[src/rtl/char_console.sv]
// Text-console writer: turns a char/attr stream into {attr,char} cells
// in character RAM, with cursor, control codes, clear and scroll.
// Ports: clk, rst (sync, active-high); in_valid/in_ready/in_char/in_attr
// stream in; ram_we/ram_addr/ram_data out and ram_q in (1-cycle read);
// cursor_col/cursor_row cursor position; busy = !in_ready.
module char_console #(
  parameter int COLS = 16,
  parameter int ROWS = 8
) (
  input  logic                    clk,
  input  logic                    rst,
  input  logic                    in_valid,
  output logic                    in_ready,
  input  logic [7:0]              in_char,
  input  logic [7:0]              in_attr,
  output logic [3:0]              ram_we,
  output logic [6:0]              ram_addr,
  output logic [31:0]             ram_data,
  input  logic [31:0]             ram_q,
  output logic [$clog2(COLS)-1:0] cursor_col,
  output logic [$clog2(ROWS)-1:0] cursor_row,
  output logic                    busy
);

  localparam int CW = $clog2(COLS);
  localparam int RW = $clog2(ROWS);
  localparam logic [6:0] HALF_W = 7'(COLS / 2);
  localparam logic [6:0] SCR_LAST = 7'((ROWS - 1) * COLS / 2 - 1);
  localparam logic [6:0] LAST_W = 7'(COLS * ROWS / 2 - 1);
  localparam logic [CW-1:0] LAST_COL = CW'(COLS - 1);
  localparam logic [RW-1:0] LAST_ROW = RW'(ROWS - 1);

  typedef enum logic [2:0] {
    IDLE, PUT, CLEAR, SC_RD, SC_WAIT, SC_WR, CLR_ROW
  } state_t;

  state_t        state_q;
  logic          rdy_q;
  logic [3:0]    we_q;
  logic [6:0]    addr_q;
  logic [31:0]   data_q;
  logic [CW-1:0] col_q;
  logic [RW-1:0] row_q;

  logic [6:0] put_addr_d;
  logic       is_print, is_cr, is_lf, is_bs, is_ff;

  assign put_addr_d = 7'(row_q) * HALF_W + 7'(col_q >> 1);
  assign is_print = (in_char >= 8'h20) && (in_char != 8'h7F);
  assign is_cr = in_char == 8'h0D;
  assign is_lf = in_char == 8'h0A;
  assign is_bs = in_char == 8'h08;
  assign is_ff = in_char == 8'h0C;

  assign in_ready   = rdy_q;
  assign busy       = !rdy_q;
  assign ram_we     = we_q;
  assign ram_addr   = addr_q;
  assign ram_data   = data_q;
  assign cursor_col = col_q;
  assign cursor_row = row_q;

  // Outputs are registered alongside the state: each branch sets up
  // what the RAM port shows during the next cycle.
  always_ff @(posedge clk) begin
    if (rst) begin
      state_q <= CLEAR;
      rdy_q   <= 1'b0;
      we_q    <= 4'h0;
      addr_q  <= 7'd0;
      data_q  <= 32'd0;
      col_q   <= '0;
      row_q   <= '0;
    end else begin
      we_q <= 4'h0;
      unique case (state_q)
        IDLE: begin
          if (in_valid && rdy_q) begin
            unique case (1'b1)
              is_print: begin
                state_q <= PUT;
                rdy_q   <= 1'b0;
                we_q    <= col_q[0] ? 4'b1100 : 4'b0011;
                addr_q  <= put_addr_d;
                data_q  <= {in_attr, in_char, in_attr, in_char};
              end
              is_cr: col_q <= '0;
              is_lf: begin
                col_q <= '0;
                if (row_q == LAST_ROW) begin
                  state_q <= SC_RD;
                  rdy_q   <= 1'b0;
                  addr_q  <= HALF_W;
                end else begin
                  row_q <= row_q + 1'b1;
                end
              end
              is_bs: begin
                if (col_q != '0) begin
                  col_q <= col_q - 1'b1;
                end else if (row_q != '0) begin
                  row_q <= row_q - 1'b1;
                  col_q <= LAST_COL;
                end
              end
              is_ff: begin
                state_q <= CLEAR;
                rdy_q   <= 1'b0;
                col_q   <= '0;
                row_q   <= '0;
                we_q    <= 4'hF;
                addr_q  <= 7'd0;
                data_q  <= 32'd0;
              end
              default: ;
            endcase
          end
        end
        PUT: begin
          if (col_q == LAST_COL) begin
            col_q <= '0;
            if (row_q == LAST_ROW) begin
              state_q <= SC_RD;
              addr_q  <= HALF_W;
            end else begin
              row_q   <= row_q + 1'b1;
              state_q <= IDLE;
              rdy_q   <= 1'b1;
            end
          end else begin
            col_q   <= col_q + 1'b1;
            state_q <= IDLE;
            rdy_q   <= 1'b1;
          end
        end
        // After reset we_q is 0, so the first cycle only starts at word 0.
        CLEAR: begin
          data_q <= 32'd0;
          if (we_q == 4'h0) begin
            we_q   <= 4'hF;
            addr_q <= 7'd0;
          end else if (addr_q == LAST_W) begin
            state_q <= IDLE;
            rdy_q   <= 1'b1;
          end else begin
            we_q   <= 4'hF;
            addr_q <= addr_q + 7'd1;
          end
        end
        SC_RD: state_q <= SC_WAIT;
        // ram_q now holds the source word; it becomes the write data.
        SC_WAIT: begin
          state_q <= SC_WR;
          we_q    <= 4'hF;
          addr_q  <= addr_q - HALF_W;
          data_q  <= ram_q;
        end
        SC_WR: begin
          if (addr_q == SCR_LAST) begin
            state_q <= CLR_ROW;
            we_q    <= 4'hF;
            addr_q  <= addr_q + 7'd1;
            data_q  <= 32'd0;
          end else begin
            state_q <= SC_RD;
            addr_q  <= addr_q + 7'd1 + HALF_W;
          end
        end
        CLR_ROW: begin
          if (addr_q == LAST_W) begin
            state_q <= IDLE;
            rdy_q   <= 1'b1;
            col_q   <= '0;
            row_q   <= LAST_ROW;
          end else begin
            we_q   <= 4'hF;
            addr_q <= addr_q + 7'd1;
          end
        end
        default: begin
          state_q <= IDLE;
          rdy_q   <= 1'b1;
        end
      endcase
    end
  end

endmodule

[config.mk]
export PLATFORM = sky130hd
export DESIGN_NAME = char_console
export DESIGN_NICKNAME = d
export VERILOG_FILES = /design/src/rtl/char_console.sv
export SDC_FILE = /design/constraint.sdc
export NUM_CORES = 1
export LEC_CHECK = 0
export BUFFER_PORTS_ARGS = -buffer_cell sky130_fd_sc_hd__buf_2
export CAP_MARGIN = 40
export CELL_PAD_IN_SITES_DETAIL_PLACEMENT = 1
export CELL_PAD_IN_SITES_GLOBAL_PLACEMENT = 1
export CORE_UTILIZATION = 40
export CTS_CLUSTER_DIAMETER = 80
export DETAILED_ROUTE_END_ITERATION = 8
export GPL_TIMING_DRIVEN = 0
export PLACE_DENSITY_LB_ADDON = 0.1
export SYNTH_ARGS = -nofsm -noshare
export SYNTH_HDL_FRONTEND = slang
export SYNTH_SLANG_ARGS = --single-unit
export TNS_END_PERCENT = 50
[constraint.sdc]
create_clock -name clk -period 4.69 [get_ports clk]
set_clock_uncertainty 0.15 [all_clocks]
set_input_delay 0.2345 -clock clk [delete_from_list [all_inputs] [get_ports clk]]
set_output_delay 0.2345 -clock clk [all_outputs]
set_load 0.05 [all_outputs]
# Word level (Yosys, flattened, before mapping)
# Index checks and enable logic that the tools add are counted.
# word_totals
word_cells	117
memories	0
inputBits	51
out_inout_bits	52
ram_bits	0
latchBits	0
rom_bits	0
register_bits	54
# classes
n_mux	51
n_addsub	8
bitwise	1
div	0
eq_ne	30
magnitude_cmp	1
n_reduce_logical	19
n_mul	0
shift	0
# op_table
operator	count
32-bit case mux with 4 select lines	1
32-bit 2-to-1 mux	2
32-bit case mux with 2 select lines	1
7-bit 2-to-1 mux	6
7-bit case mux with 6 select lines	1
4-bit 2-to-1 mux	10
3-bit 2-to-1 mux	12
8-bit by 4-bit == test with 1-bit output, second input constant	4
3-bit case mux with 3 select lines	3
3-bit != test, second input constant	7
3-bit case mux with 7 select lines	1
7-bit case mux with 3 select lines	1
4-bit case mux with 5 select lines	1
4-bit case mux with 2 select lines	2
7-bit by 6-bit == test with 1-bit output, second input constant	2
3-bit == test, second input constant	4
4-bit != test, second input constant	3
4-bit case mux with 3 select lines	1
4-bit AND reduction	3
2-bit != test, second input constant	5
8-bit by 6-bit greater-or-equal comparator with 1-bit output, second input constant	1
8-bit by 7-bit != test with 1-bit output, second input constant	1
4-bit nonzero test	2
6-bit by 3-bit adder with 7-bit output	1
other kinds (26)	35

# Longest topological paths before layout
# logic_depth
ltp_word	6
depth_mapped	10
ltp_nobuf	9

# Worst setup path before layout
# Ideal clock, no wire load.
# synth_timing
kind	flip-flop to flip-flop
startpoint	reg addr_q[0] (netlist: ram_addr[0])
endpoint	reg data_q[10] (netlist: ram_data[10])
synth_period_minus_slack_ns	2.649
arrival_ns	2.413
n_path_buf	3
required_ns	4.454
path_slack_ns	2.041
stages_incl_launch_ff	11
setup_time_ns	0.086
path_cell_list	dfxtp_1 ha_1 nand4b_2 or3_1 clkbuf_1 nor2_1 o2111a_1 buf_4 buf_6 nor2_1 a211oi_1
# synth_between
elab_chain_cells	3
# synth_lines
element	line	source
start: declaration	40	logic [6:0] addr_q;
start signal: assignment	84	addr_q <= put_addr_d;
start signal: assignment	147	addr_q <= addr_q + 7'd1;
start signal: assignment	155	addr_q <= addr_q - HALF_W;
7-bit by 6-bit == test with 1-bit output	159	if (addr_q == SCR_LAST) begin
2-bit != test (no line)	-	
4-bit AND reduction (no line)	-	
end signal: assignment	85	data_q <= {in_attr, in_char, in_attr, in_char};
end signal: assignment	156	data_q <= ram_q;
end: declaration	41	logic [31:0] data_q;
# Every way passes these cells.
# A chain may end at the register's enable or synchronous reset.

# Worst setup path in the final report
# layout_timing
startpoint	reg addr_q[0] (netlist: ram_addr[0])
endpoint	reg data_q[23] (netlist: ram_data[23])
# Same word-level chain as after synthesis.

==> flow_metrics.py <==
metrics = {
    "worst_setup_path": {
        "cp-start-kind": "register",
        "worst-setup-path-type": "reg -> reg",
        "crit_arrival_ps": 2870,
        "cp_max_fo": 10,
        "endpoint_kind": "register",
        "worstPathRequired_ps": 4760,
    },
    "route": {
        "drc": 0,
        "num_vias": 4037,
        "firstDrtPassIters": 5,
        "wl_per_cell_microns": 19.86,
        "avgViaCountPerCell": 6.117,
        "wl_microns": 13110,
        "ant_nets": 0,
        "drt_iter0_markers": 213,
    },
    "power": {
        "power_frac_comb": 0.104,
        "power.internal_uw": 584.4,
        "p_clk_frac": 0.350,
        "seqPwrFrac": 0.546,
        "leakage_uw": 0.001767,
        "power.density_nw_per_um2": 195.7,
        "p_sw_frac": 0.2890,
        "switchingPower_uw": 237.5,
        "vdd_drop_max_v": 0.0001104,
    },
    "layout": {
        "postLayoutCoreUtil": 0.5060,
        "area_growth_pct": 21.07,
        "nets": 614,
        "mostFrequentLayoutCell": "buf_2",
        "drive_gt1_frac": 0.2523,
        "diodes": 0,
        "layout_common_cells": "buf_2, nor2_1, dfxtp_1",
    },
    "placement": {
        "dp_hpwl_microns": 10090,
        "io_buffer_count": 101,
        "gp_congestion": 0.8755,
    },
    "clock_tree": {
        "postCtsSetupBuffers": 0,
        "htreeDepth": 2,
        "cts_root_buffer": "clkbuf_8",
        "cts_tree": "built",
        "post_cts_resized": 0,
        "clockBufferDepth": 2,
        "numCtsBuffers": 5,
        "clock_latency_ps": 320,
        "cts_sinks": 52,
        "postCtsHoldBufs": 0,
        "clkTransAtPathRegs_ps": 110,
    },
    "sta": {
        "fin_setup_tns_ps": 0,
        "worstMarginPinSlew_ps": 859.5,
        "fmax_ghz": 0.3576,
        "relSlewSlack": 0.4217,
        "min_period_ps": 2796,
        "slew_viol_final": 0,
        "setup_viol": 0,
        "finalHoldViolCount": 0,
        "post-route-period-util": 0.5962,
        "grt_setup_unrepaired": "no",
    },
    "synthesis": {
        "syn_area_sq_um": 3468,
        "async_flop_share": 0,
        "synthDistinctLibCells": 62,
        "yosysSeqAreaShare": 0.3001,
        "ys.warnings.count": 0,
        "synth-edff-count": 0,
        "yosys_register_bits": 52,
        "synth_ff_type": "dfxtp_1",
        "synth_cells": 446,
        "avgSynthCellArea_sq_um": 7.777,
        "syn_nets": 506,
    },
    "hold_path": {
        "hold_class": "in -> reg",
    },
    "global_route": {
        "antenna_found_initial": 0,
        "grt_pass1_vias": 3872,
        "gr-total-overflow": 0,
        "grt_max_degree": 19,
        "grt_usage": 0.2903,
        "grt_pass1_wl_microns": 20220,
    },
    "die": {
        "core_area_sq_um": 8299,
        "die_y_microns": 95.12,
        "core.rowCount": 33,
        "die_w_microns": 95.12,
        "ios": 103,
        "initial_core_util": 0.4179,
        "design.die.area_sq_um": 9047,
    },
    "outcome": {
        "status": "finished, final reports clean",
    },
    "run": {
        "maxCapViolations": 0,
    },
}
## registers in the layout, summed over array words and instances (netlist names)
| signal | flops |
|---|---|
| ram_data | 32 |
| ram_addr | 7 |
| cursor_col | 4 |
| cursor_row | 3 |
| state_q | 3 |
| ram_we | 2 |
| in_ready | 1 |
## routing by layer
metal	track usage	routed length, microns	vias up
met5	0	0	-
met4	0.09343	304	0
met3	0.03907	648	31
met2	0.4732	6171	147
met1	0.3931	5981	1969
li1	-	-	1890
## cell families (layout without fill, tap and decap cells)
family          Yosys count  after routing  share of synthesized area
xor+xnor                  7              7                    0.01768
compound gates          165            165                     0.3434
buf+inv                  52            161                    0.07035
flops                    52             52                     0.3001
mux                       4              4                    0.01335
fa+ha+maj                 9              9                    0.03247
simple gates            157            157                     0.2226
## power groups by stage
stage / clock (uW) / combinational, uW / sequential (uW)
5_1_grt: 307 / 90.7 / 449
6_report: 288 / 85.4 / 449
3_3_place_gp: 0 / 83.7 / 458
3_5_place_dp: 0 / 84.7 / 459
4_1_cts: 296 / 84.8 / 448
2_1_floorplan: 0 / 32.9 / 467
## worst max-delay path, cell delays in order (launching register included)
cell and delay [ps]:
dfxtp_1 500, ha_1 270, nand4b_2 220, or3_1 360, clkbuf_1 200, nor2_1 140
o2111a_1 200, buf_4 200, buf_6 160, nor2_1 50, a211oi_1 240
## final cells by class
cell class,count,area [sq um]
flip-flops and latches,52,1041
multi-input cells,342,2183
repair buffers,101,505.5
clock inverters,3,25.02
inverters,16,60.06
clock buffers,5,68.82
plain buffers,36,183.9
well taps,105,131.4
fillers,1086,4100
## through the flow
step / hold slack [ps] / instances / cell area [sq um] / power [uW] / setup slack, ps
final: 127.5 / 660 / 4199 / 821.9 / 1894
after global routing: 136.2 / 660 / 4199 / 846.9 / 1653
after CTS: 118.5 / 660 / 4199 / 829.1 / 1940
after detailed placement: 341.2 / 652 / 4105 / 543.3 / 1946
after global placement: 333.7 / 652 / 4105 / 542.0 / 2027
after floorplan: 354.3 / 446 / 3468 / 499.6 / 2041
## synth_stat cells (all sizes together), types with 2 or more instances
cell / n / area, sq um
a211o: 5 / 43.79
a211oi: 37 / 277.8
a21boi: 2 / 15.01
a21oi: 29 / 145.1
a221oi: 5 / 56.31
a22oi: 34 / 255.2
a31oi: 2 / 12.51
and2: 2 / 12.51
and3: 3 / 20.02
buf: 18 / 116.4
clkbuf: 18 / 67.56
clkinv: 2 / 7.510
dfxtp: 52 / 1041
ha: 9 / 112.6
inv: 14 / 52.55
mux2: 2 / 26.27
mux2i: 2 / 20.02
nand2: 36 / 135.1
nand2b: 7 / 43.79
nand3: 11 / 55.05
nand3b: 2 / 15.01
nand4: 2 / 12.51
nor2: 54 / 202.7
nor2b: 4 / 25.02
nor3: 14 / 70.07
nor3b: 4 / 35.03
nor4: 7 / 43.79
o2111ai: 3 / 43.80
o211ai: 5 / 42.54
o21a: 2 / 15.01
o21ai: 19 / 95.09
o21bai: 2 / 15.01
o22ai: 4 / 25.02
o31ai: 5 / 37.54
or3: 7 / 58.80
xnor2: 5 / 43.79
xor2: 2 / 17.52
## worst paths after layout
| kind | slack [ps] | endpoint | cells after the start | start |
|---|---|---|---|---|
| max | 1890 | ram_data[23]$_SDFFE_PP0P_ | 10 | ram_addr[0]$_SDFFE_PP0P_ |
| min | 130 | ram_data[18]$_SDFFE_PP0P_ | 3 | ram_q[18] |
| max reg2reg | 1890 | ram_data[23]$_SDFFE_PP0P_ | 10 | ram_addr[0]$_SDFFE_PP0P_ |
| min reg2reg | 360 | ram_data[4]$_SDFFE_PP0P_ | 2 | ram_data[4]$_SDFFE_PP0P_ |
Power figures use the tool's default switching activity.
